<file path="src/rtl/param_operand_queue.sv">
// ---------------------------------------------------------------------------
// param_operand_queue
//
// Parametrised operand queue and controller for the calculator datapath.
// Holds up to DEPTH operands of WIDTH bits and always presents the two
// front entries to the ALU. Ops are accepted through a valid/ready handshake:
//   00 push    - append din at the back
//   01 clear   - empty the queue (error flags untouched)
//   10 combine - wait for an ALU result, drop the front pair and reinsert
//                the result at the back (RESULT_AT_FRONT=0) or front (=1)
//   11 pop     - drop the front entry
//
// Ports:
//   clk, rst        rising-edge clock, synchronous active-low reset
//   op_valid/ready  op handshake, op_ready high only while idle
//   opcode, din     op code and push operand
//   res_valid/data  ALU result strobe and value, used only while waiting
//   top_pair        {entry1, entry0}, absent entries shown as PAD
//   tail            last occupied entry, PAD when empty
//   count           occupancy, is_empty / is_full derived from it
//   err_flags       sticky errors: bit0 overflow, bit1 underflow
//   err_clr         clears err_flags (a same-cycle new error still sets)
//
// Optional build macro PARAM_OPERAND_QUEUE_STATS_EN adds two 16-bit
// wrapping counters, stat_push (successful pushes) and stat_combine
// (completed combines). They reset to 0 and are not affected by clear.
// ---------------------------------------------------------------------------
module param_operand_queue #(
  parameter int               WIDTH           = 8,
  parameter int               DEPTH           = 8,
  parameter logic [WIDTH-1:0] PAD             = {WIDTH{1'b1}},
  parameter bit               RESULT_AT_FRONT = 1'b0
) (
  input  logic                       clk,
  input  logic                       rst,
  input  logic                       op_valid,
  output logic                       op_ready,
  input  logic [1:0]                 opcode,
  input  logic [WIDTH-1:0]           din,
  input  logic                       res_valid,
  input  logic [WIDTH-1:0]           res_data,
  output logic [2*WIDTH-1:0]         top_pair,
  output logic [WIDTH-1:0]           tail,
  output logic [$clog2(DEPTH+1)-1:0] count,
  output logic                       is_empty,
  output logic                       is_full,
  output logic [1:0]                 err_flags,
  input  logic                       err_clr
`ifdef PARAM_OPERAND_QUEUE_STATS_EN
  ,
  output logic [15:0]                stat_push,
  output logic [15:0]                stat_combine
`endif
);

  localparam int CW = $clog2(DEPTH + 1);
  localparam logic [CW-1:0] DEPTH_C = CW'(DEPTH);
  localparam logic [CW-1:0] TWO_C   = CW'(2);
  localparam logic [CW-1:0] ONE_C   = CW'(1);

  localparam logic [1:0] OPC_PUSH    = 2'b00;
  localparam logic [1:0] OPC_CLEAR   = 2'b01;
  localparam logic [1:0] OPC_COMBINE = 2'b10;
  localparam logic [1:0] OPC_POP     = 2'b11;

  typedef enum logic {
    S_IDLE,
    S_WAIT_RES
  } state_t;

  state_t           state_q, state_d;
  logic [WIDTH-1:0] entries_q [DEPTH];
  logic [WIDTH-1:0] entries_d [DEPTH];
  logic [CW-1:0]    count_q, count_d;
  logic [1:0]       errFlags_q, errFlags_d;

  logic [WIDTH-1:0] shift1 [DEPTH];
  logic [WIDTH-1:0] shift2 [DEPTH];
  logic [1:0]       errSet;
  logic             opFire;
  logic             pushOk;
  logic             combineDone;
  logic [CW-1:0]    countM1;
  logic [CW-1:0]    countM2;
  logic [WIDTH-1:0] tailSel;

  // Queue contents moved forward by one and by two slots. Pop uses the
  // single shift; combine uses the double shift (back mode) or the single
  // shift behind a new front entry (front mode).
  always_comb begin
    for (int i = 0; i < DEPTH; i++) begin
      shift1[i] = '0;
      shift2[i] = '0;
    end
    for (int i = 0; i < DEPTH - 1; i++) begin
      shift1[i] = entries_q[i+1];
    end
    for (int i = 0; i < DEPTH - 2; i++) begin
      shift2[i] = entries_q[i+2];
    end
  end

  assign countM1 = count_q - ONE_C;
  assign countM2 = count_q - TWO_C;
  assign opFire  = op_valid && (state_q == S_IDLE);

  // Next-state logic for the controller and queue. Entries at or beyond
  // count are kept at zero, so every removal explicitly zeroes the slot it
  // vacates.
  always_comb begin
    state_d     = state_q;
    count_d     = count_q;
    errSet      = 2'b00;
    pushOk      = 1'b0;
    combineDone = 1'b0;
    for (int i = 0; i < DEPTH; i++) begin
      entries_d[i] = entries_q[i];
    end

    case (state_q)
      S_IDLE: begin
        if (opFire) begin
          case (opcode)
            OPC_PUSH: begin
              if (count_q != DEPTH_C) begin
                for (int i = 0; i < DEPTH; i++) begin
                  if (CW'(i) == count_q) entries_d[i] = din;
                end
                count_d = count_q + ONE_C;
                pushOk  = 1'b1;
              end else begin
                errSet[0] = 1'b1;
              end
            end
            OPC_CLEAR: begin
              for (int i = 0; i < DEPTH; i++) begin
                entries_d[i] = '0;
              end
              count_d = '0;
            end
            OPC_COMBINE: begin
              if (count_q >= TWO_C) begin
                state_d = S_WAIT_RES;
              end else begin
                errSet[1] = 1'b1;
              end
            end
            OPC_POP: begin
              if (count_q != '0) begin
                for (int i = 0; i < DEPTH; i++) begin
                  if (CW'(i) < countM1) begin
                    entries_d[i] = shift1[i];
                  end else if (CW'(i) == countM1) begin
                    entries_d[i] = '0;
                  end
                end
                count_d = countM1;
              end else begin
                errSet[1] = 1'b1;
              end
            end
            default: begin
              state_d = S_IDLE;
            end
          endcase
        end
      end

      // Queue is frozen here; only the result strobe moves things on.
      S_WAIT_RES: begin
        if (res_valid) begin
          state_d     = S_IDLE;
          count_d     = countM1;
          combineDone = 1'b1;
          for (int i = 0; i < DEPTH; i++) begin
            if (RESULT_AT_FRONT) begin
              if (i == 0) begin
                entries_d[i] = res_data;
              end else if (CW'(i) < countM1) begin
                entries_d[i] = shift1[i];
              end else if (CW'(i) == countM1) begin
                entries_d[i] = '0;
              end
            end else begin
              if (CW'(i) < countM2) begin
                entries_d[i] = shift2[i];
              end else if (CW'(i) == countM2) begin
                entries_d[i] = res_data;
              end else if (CW'(i) == countM1) begin
                entries_d[i] = '0;
              end
            end
          end
        end
      end

      default: begin
        state_d = S_IDLE;
      end
    endcase
  end

  // A clear request drops old flags, but an error raised in the same cycle
  // still lands.
  assign errFlags_d = (err_clr ? 2'b00 : errFlags_q) | errSet;

  // State registers; reset also abandons any combine in flight.
  always_ff @(posedge clk) begin
    if (!rst) begin
      state_q    <= S_IDLE;
      count_q    <= '0;
      errFlags_q <= 2'b00;
      for (int i = 0; i < DEPTH; i++) begin
        entries_q[i] <= '0;
      end
    end else begin
      state_q    <= state_d;
      count_q    <= count_d;
      errFlags_q <= errFlags_d;
      for (int i = 0; i < DEPTH; i++) begin
        entries_q[i] <= entries_d[i];
      end
    end
  end

`ifdef PARAM_OPERAND_QUEUE_STATS_EN
  logic [15:0] statPush_q;
  logic [15:0] statCombine_q;

  // Activity counters wrap naturally at 2^16 and survive clear ops.
  always_ff @(posedge clk) begin
    if (!rst) begin
      statPush_q    <= '0;
      statCombine_q <= '0;
    end else begin
      if (pushOk)      statPush_q    <= statPush_q + 16'd1;
      if (combineDone) statCombine_q <= statCombine_q + 16'd1;
    end
  end

  assign stat_push    = statPush_q;
  assign stat_combine = statCombine_q;
`endif

  // Last occupied entry, or PAD for an empty queue.
  always_comb begin
    tailSel = PAD;
    for (int i = 0; i < DEPTH; i++) begin
      if ((count_q != '0) && (CW'(i) == countM1)) tailSel = entries_q[i];
    end
  end

  assign op_ready  = (state_q == S_IDLE);
  assign top_pair  = {(count_q < TWO_C) ? PAD : entries_q[1],
                      (count_q == '0)   ? PAD : entries_q[0]};
  assign tail      = tailSel;
  assign count     = count_q;
  assign is_empty  = (count_q == '0);
  assign is_full   = (count_q == DEPTH_C);
  assign err_flags = errFlags_q;

endmodule

</file>
<file path="config.mk">
export PLATFORM = sky130hd
export DESIGN_NAME = param_operand_queue
export DESIGN_NICKNAME = d
export VERILOG_FILES = /design/src/rtl/param_operand_queue.sv
export SDC_FILE = /design/constraint.sdc
export NUM_CORES = 1
export LEC_CHECK = 0
export CAP_MARGIN = 20
export CELL_PAD_IN_SITES_DETAIL_PLACEMENT = 1
export CELL_PAD_IN_SITES_GLOBAL_PLACEMENT = 2
export CORE_MARGIN = 1.5
export CORE_UTILIZATION = 37
export DETAILED_ROUTE_END_ITERATION = 7
export PLACE_DENSITY = 0.92
export SLEW_MARGIN = 20
export SYNTH_ARGS = -nofsm -noshare
export SYNTH_HDL_FRONTEND = slang
export SYNTH_SLANG_ARGS = --single-unit
</file>
<file path="constraint.sdc">
create_clock -name clk -period 8.8 [get_ports clk]
set_input_delay 0.88 -clock clk [delete_from_list [all_inputs] [get_ports clk]]
set_output_delay 0.88 -clock clk [all_outputs]
set_load 0.02 [all_outputs]
</file>
==> results of run 1 <==
==> cell families (layout without fill, tap and decap cells) <==
group	after synthesis	in the layout
DFF	71	71
and+or+nand+nor	307	307
adders and majority gates	14	14
xor gates and xnor gates	6	6
muxes	8	8
buffers and inverters	89	103
AOI/OAI and AO/OA	363	363
==> power by group through the flow <==
stage | combinational [mW] | clock, mW | sequential, mW
3_3_place_gp | 0.555 | 0 | 0.387
5_1_grt | 0.614 | 0.399 | 0.384
6_report | 0.580 | 0.383 | 0.382
3_5_place_dp | 0.563 | 0 | 0.387
4_1_cts | 0.566 | 0.386 | 0.380
2_1_floorplan | 0.360 | 0 | 0.370
==> layout make-up <==
class / count / area share [%]
Multi-Input combinational cell: 698 / 62.2
Clock buffer: 9 / 3.13
Timing Repair Buffer: 70 / 9.18
Sequential cell: 71 / 19.8
Tap cell: 220 / 3.83
Inverter: 17 / 0.887
Clock inverter: 7 / 0.991
==> cells in the final DEF (no fill, tap or decap), types with 5 or more instances in the layout <==
cell / synthesis / layout
o41ai_1: 14 / 14
a211o_1: 8 / 8
a21oi_1: 53 / 53
o21ai_0: 66 / 65
nand3_1: 40 / 40
a31oi_1: 18 / 18
nor2_1: 43 / 43
a221o_1: 12 / 12
a21o_1: 23 / 23
ha_1: 14 / 13
a222oi_1: 8 / 8
nor3_1: 19 / 17
nor4_1: 12 / 12
o22ai_1: 8 / 8
o221ai_1: 5 / 5
nor3b_1: 5 / 5
dfxtp_1: 71 / 70
nand2b_1: 5 / 5
and3_1: 5 / 5
nor2b_1: 8 / 8
buf_4: 3 / 14
or2_2: 21 / 21
a311oi_1: 26 / 26
clkbuf_16: 0 / 9
a22oi_1: 9 / 9
a211oi_1: 19 / 19
o211ai_1: 19 / 19
or3_1: 8 / 8
a21boi_1: 9 / 9
clkdlybuf4s50_1: 0 / 55
inv_1: 17 / 17
nand2_1: 117 / 117
mux2i_1: 8 / 8
a221oi_1: 19 / 19
and2_1: 10 / 10
a22o_1: 9 / 9
==> registers in the layout, indices dropped and copies added (netlist names) <==
name	flops
state_q	1
count	4
entries_q	64
err_flags	2
==> critical path, delay by kind of cell, from the launching register on <==
kind / cells / cell delay (ns)
flip-flops: 1 / 0.64
AND/OR/NAND/NOR: 2 / 1.17
buffers and inverters: 3 / 1.28
AO/OA/AOI/OAI: 4 / 1.16
adder cells (fa/ha/maj): 1 / 0.29
==> worst max-delay path by stage <==
stage | depth (start not counted) | end | slack, ns | from
floorplan | 12 | tail[6] | 4.46 | count[0]$_SDFFE_PN0P_
global placement | 10 | tail[3] | 3.70 | count[0]$_SDFFE_PN0P_
detailed placement | 10 | tail[3] | 3.57 | count[0]$_SDFFE_PN0P_
CTS | 10 | tail[3] | 3.18 | count[0]$_SDFFE_PN0P_
global route | 10 | tail[3] | 2.91 | count[0]$_SDFFE_PN0P_
finish | 10 | tail[3] | 3.02 | count[0]$_SDFFE_PN0P_
==> synth_stat cells (18+ instances only) <==
library cell,count
nand2_1,117
a211oi_1,19
clkbuf_1,40
a21o_1,23
a221oi_1,19
dfxtp_1,71
a31oi_1,18
or2_2,21
nor3_1,19
o21ai_0,66
nor2_1,43
nand3_1,40
a21oi_1,53
a311oi_1,26
o211ai_1,19
==> through the flow <==
stage / hold slack (ns) / setup slack (ns) / util, %
6_report: 0.514 / 3.02 / 43.5
5_1_grt: 0.529 / 2.91 / 43.5
4_1_cts: 0.509 / 3.18 / 43.4
3_5_place_dp: 0.498 / 3.57 / 41.7
3_3_place_gp: 0.498 / 3.70 / 41.6
2_1_floorplan: 0.443 / 4.46 / -
==> per-layer routing <==
layer,part of all wire [%],track usage [%],vias up
li1,-,-,3346
met1,41,43.4,3714
met2,45,53.3,455
met3,8.9,5.67,114
met4,5.5,17.1,0
met5,0,0,-
==> results.cfg, run 1 <==
[outcome]
status = complete, no violations

[power_and_ir_drop]
p_int_uw = 762
combPwrFrac_pct = 43.1
p_per_area_nw_per_um2 = 187
pwr-share-seq_pct = 28.4
swShare_pct = 43.4
total_leakage_power_nw = 2.53
p_switching_uw = 584
clkPwrFrac_pct = 28.5
vdd_drop_max_mv = 0.101
power_mw = 1.35

[synthesis]
synthDistinctLibCells = 72
synth.largest_area_cell = dfxtp_1
synth_top_area_share_pct = 22.8
syn_area_per_cell_um2 = 7.27
synth-compound-area-share_pct = 42.2
synth_flop_cell = dfxtp_1
ys_top_cells_by_area = dfxtp_1 (23%), nand2_1 (7.0%), o21ai_0 (5.3%)
synth_fa_ha_area_share_pct = 2.81
synthMuxAreaShare_pct = 1.28
synth_edf_count = 0
syn_nets = 895
synth_seq_cells = 71
async_flop_share_pct = 0
syn_inst = 858
seq_area_frac_synth_pct = 22.8
yosysWarningCount = 0
synth-simple-area-share_pct = 23.8
synth_xor_area_share_pct = 1.20
synth_top_family_by_area = compound AO/OA/AOI/OAI gates
synth_area_um2 = 6230

[cts]
postCtsSetupBuffers = 0
hold_buffers = 0
clock_latency_ns = 0.36
cts_sinks = 71
cts-buffers-inserted = 9
cts_tree = built
cts_buffer_depth = 2
htree_levels = 3
cts_root_buf = clkbuf_16
path_clk_slew_ns = 0.06
post_cts_resized = 0

[floorplanning]
dieHeight_um = 133
die-area_um2 = 17600
start_util_pct = 37.7
core_region_area_um2 = 16500
io_pins = 56
fp.dieW_um = 133
rows = 47

[critical_path]
slowest_delay_ns = 0.79
cp-end-kind = primary output
critPathRequiredTime_ns = 7.92
start_kind = flip-flop
crit_type = reg2out
cp_max_fo = 26
worstReg2RegStart = count[0]$_SDFFE_PN0P_
reg2reg_depth = 9
crit_slowest_cell = nor3b_2
worstPathCellList = inv_1 -> ha_1 -> buf_4 -> nor3b_2 -> nand3b_1 -> o221ai_1 -> a31oi_1 -> a21oi_1 -> o41ai_1 -> clkdlybuf4s50_1
reg2reg_slack_ns = 4.66
r2r-end = entries_q[0][18]$_SDFFE_PN0P_
cp.arrival_ns = 4.90

[min_path]
worstHoldPathCells = 2
hold_start = entries_q[0][2]$_SDFFE_PN0P_
hold_end = entries_q[0][2]$_SDFFE_PN0P_
hp-class = reg2reg

[route]
ant_nets = 0
drc_errors = 0
drt-initial-drc-count = 884
wl_per_cell_um = 26.9
wl_mm = 29.4
drt_pass1_iterations = 5
dr_total_vias = 7629
vias_per_cell = 6.99

[cells_and_area]
multi_input_area_um2 = 4480
diodes = 0
nNetsFinal = 904
drive_gt1_share_pct = 8.72
regArea_um2 = 1420
n_fill_cell = 2066
final-instance-count-excl-fill = 1092
area_growth_pct = 15.4
design_area_um2 = 7190

[global_routing]
grt_pass1_vias = 7437
grt_pass1_wl_mm = 45.6
grt_max_degree = 59
antenna_found_initial = 0
grt.overflow.total = 0
grt_usage_pct = 33.4

[timing]
relSlewSlack_pct = 27.6
slew_viol_final = 0
worst_pin_slew_ns = 1.08
rsz0062_at_grt = false
setup_tns_ns = 0
fin_crit_ns = 5.78
setup_viol = 0
finClkSkew_ns = 0.0129
fmax_mhz = 173
fin_crit_sh_pct = 65.7
hold_viol = 0

[placement]
dp_hpwl_mm = 21.1
routabilityCongestion = 0.998
port_buffers = 55
place_inst = 1076
place_area_um2 = 6880

[job]
cap_viol_max_count = 0
Power figures use the tool's default switching activity.
==> run 2: changes to the inputs <==
Settings changed: CORE_UTILIZATION 37 to 31, PLACE_DENSITY 0.92 to 0.82.
Clock period 8.8 ns to 5.2 ns, I/O delays scaled along.
==> run 2 against run 1 <==
Effect of this change: worst setup slack worse by 2.5 ns; combinational power grew 72%; routed wire length increased by 0.25%; cell area rose by 1.5%; non-clock buffer count is 6 higher; global-route usage shrank 4.5 points; core utilization is 6.3 points lower; power is 71% higher.
==> results.cfg, run 2 (synthesized netlist as in run 1, its figures left out) <==
[cts]
htree_levels = 3
path_clk_slew_ns = 0.06
cts_tree = built
clock_latency_ns = 0.36
cts-buffers-inserted = 9
cts_sinks = 71
cts_root_buf = clkbuf_16
cts_buffer_depth = 2
hold_buffers = 0
post_cts_resized = 0
postCtsSetupBuffers = 0

[cells_and_area]
n_fill_cell = 2431
largest-register = entries_q
diodes = 0
largest_register_ffs = 64
regArea_um2 = 1420
multi_input_area_um2 = 4480
drive_gt1_share_pct = 9.23
final-instance-count-excl-fill = 1143
layout_common_cells = nand2_1 (117), dfxtp_1 (70), o21ai_0 (66)
final_common_cell = nand2_1
area_growth_pct = 17.1
nNetsFinal = 910

[timing]
fin_crit_ns = 4.73
setup_tns_ns = 0
whs_ns = 0.500
hold_viol = 0
setup_viol = 0
relSlewSlack_pct = 35.1
fin_crit_sh_pct = 91.0
slew_viol_final = 0
rsz0062_at_grt = false
finClkSkew_ns = 0.00696
worst_pin_slew_ns = 0.969
fmax_mhz = 211

[floorplanning]
die-area_um2 = 21000
dieHeight_um = 145
fp.dieW_um = 145
start_util_pct = 31.8
rows = 51
io_pins = 56
core_region_area_um2 = 19600

[outcome]
status = complete, no violations

[min_path]
hold_start = entries_q[0][6]$_SDFFE_PN0P_
worstHoldPathCells = 2
hp-class = reg2reg
hold_end = entries_q[0][6]$_SDFFE_PN0P_

[job]
cap_viol_max_count = 0

[global_routing]
grt.overflow.total = 0
grt_pass1_vias = 7063
grt_pass1_wl_mm = 45.1
antenna_found_initial = 0
grt_max_degree = 38
grt_usage_pct = 28.9

[power_and_ir_drop]
p_switching_uw = 999
pwr-share-seq_pct = 27.9
combPwrFrac_pct = 43.5
power_mw = 2.30
swShare_pct = 43.4
total_leakage_power_nw = 2.56
clkPwrFrac_pct = 28.6
vdd_drop_max_mv = 0.172
p_per_area_nw_per_um2 = 315
p_int_mw = 1.30

[placement]
port_buffers = 55
dp_hpwl_mm = 21.7
routabilityCongestion = 0.914
place_inst = 1127

[route]
dr_total_vias = 7414
wl_mm = 29.4
ant_nets = 0
drt-initial-drc-count = 894
wl_per_cell_um = 25.8
vias_per_cell = 6.49
drc_errors = 0
drt_pass1_iterations = 5

[critical_path]
critPathRequiredTime_ns = 4.68
worstReg2RegStart = count[1]$_SDFFE_PN0P_
cp.arrival_ns = 4.21
startpoint = count[1]$_SDFFE_PN0P_
reg2reg_depth = 8
cp_max_fo = 26
crit_type = reg2out
reg2reg_slack_ns = 1.74
start_kind = flip-flop
r2r-end = entries_q[0][52]$_SDFFE_PN0P_
cp-end-kind = primary output
==> run 2: critical path, cell delays in order (launching register included) <==
cell and delay [ns]:
dfxtp_1 0.63, inv_1 0.26, ha_1 0.26, buf_4 0.24
or3b_2 0.48, o32ai_1 0.14, buf_4 0.23, and2_1 0.31
nor3_1 0.09, o41ai_1 0.49, clkdlybuf4s50_1 0.72
==> run 2: area by class of cell <==
| cell class | count | area share, % |
|---|---|---|
| clock buffer | 10 | 3.14 |
| tap | 265 | 4.54 |
| timing repair buffer | 76 | 9.70 |
| multi-input combinational | 698 | 61.3 |
| clock inverter | 6 | 0.977 |
| sequential | 71 | 19.5 |
| inverter | 17 | 0.874 |
==> run 2: worst max path at each step <==
stage / end / slack, ns / cells after the start
2_1_floorplan: tail[6] / 1.22 / 12
3_3_place_gp: tail[1] / 1.04 / 10
3_5_place_dp: tail[1] / 0.89 / 10
4_1_cts: tail[1] / 0.50 / 10
5_1_grt: tail[1] / 0.32 / 10
6_report: tail[6] / 0.47 / 10
==> run 2: power groups by stage <==
stage                     Clock [mW]  Combinational [mW]  Sequential, mW
after floorplan                    0               0.610           0.626
after global placement             0               0.968           0.651
after detailed placement           0               0.978           0.652
after CTS                      0.669               0.983           0.640
after global routing           0.687                1.07           0.645
final                          0.658                1.00           0.643
==> run 2: stage by stage <==
stage                     setup WS [ns]  utilization (%)  area, um2
after global routing              0.316             37.3       7300
after floorplan                    1.22                -       6230
final                             0.470             37.3       7300
after CTS                         0.504             37.3       7300
after global placement             1.04             35.7       6990
after detailed placement          0.887             35.7       7000
==> run 2: metal layers <==
metal	routed length [um]	vias to the layer above	GRT usage [%]
li1	-	3356	-
met5	0	-	0
met1	13200	3683	39.0
met3	1790	63	5.00
met4	1040	0	12.0
met2	13400	312	45.4
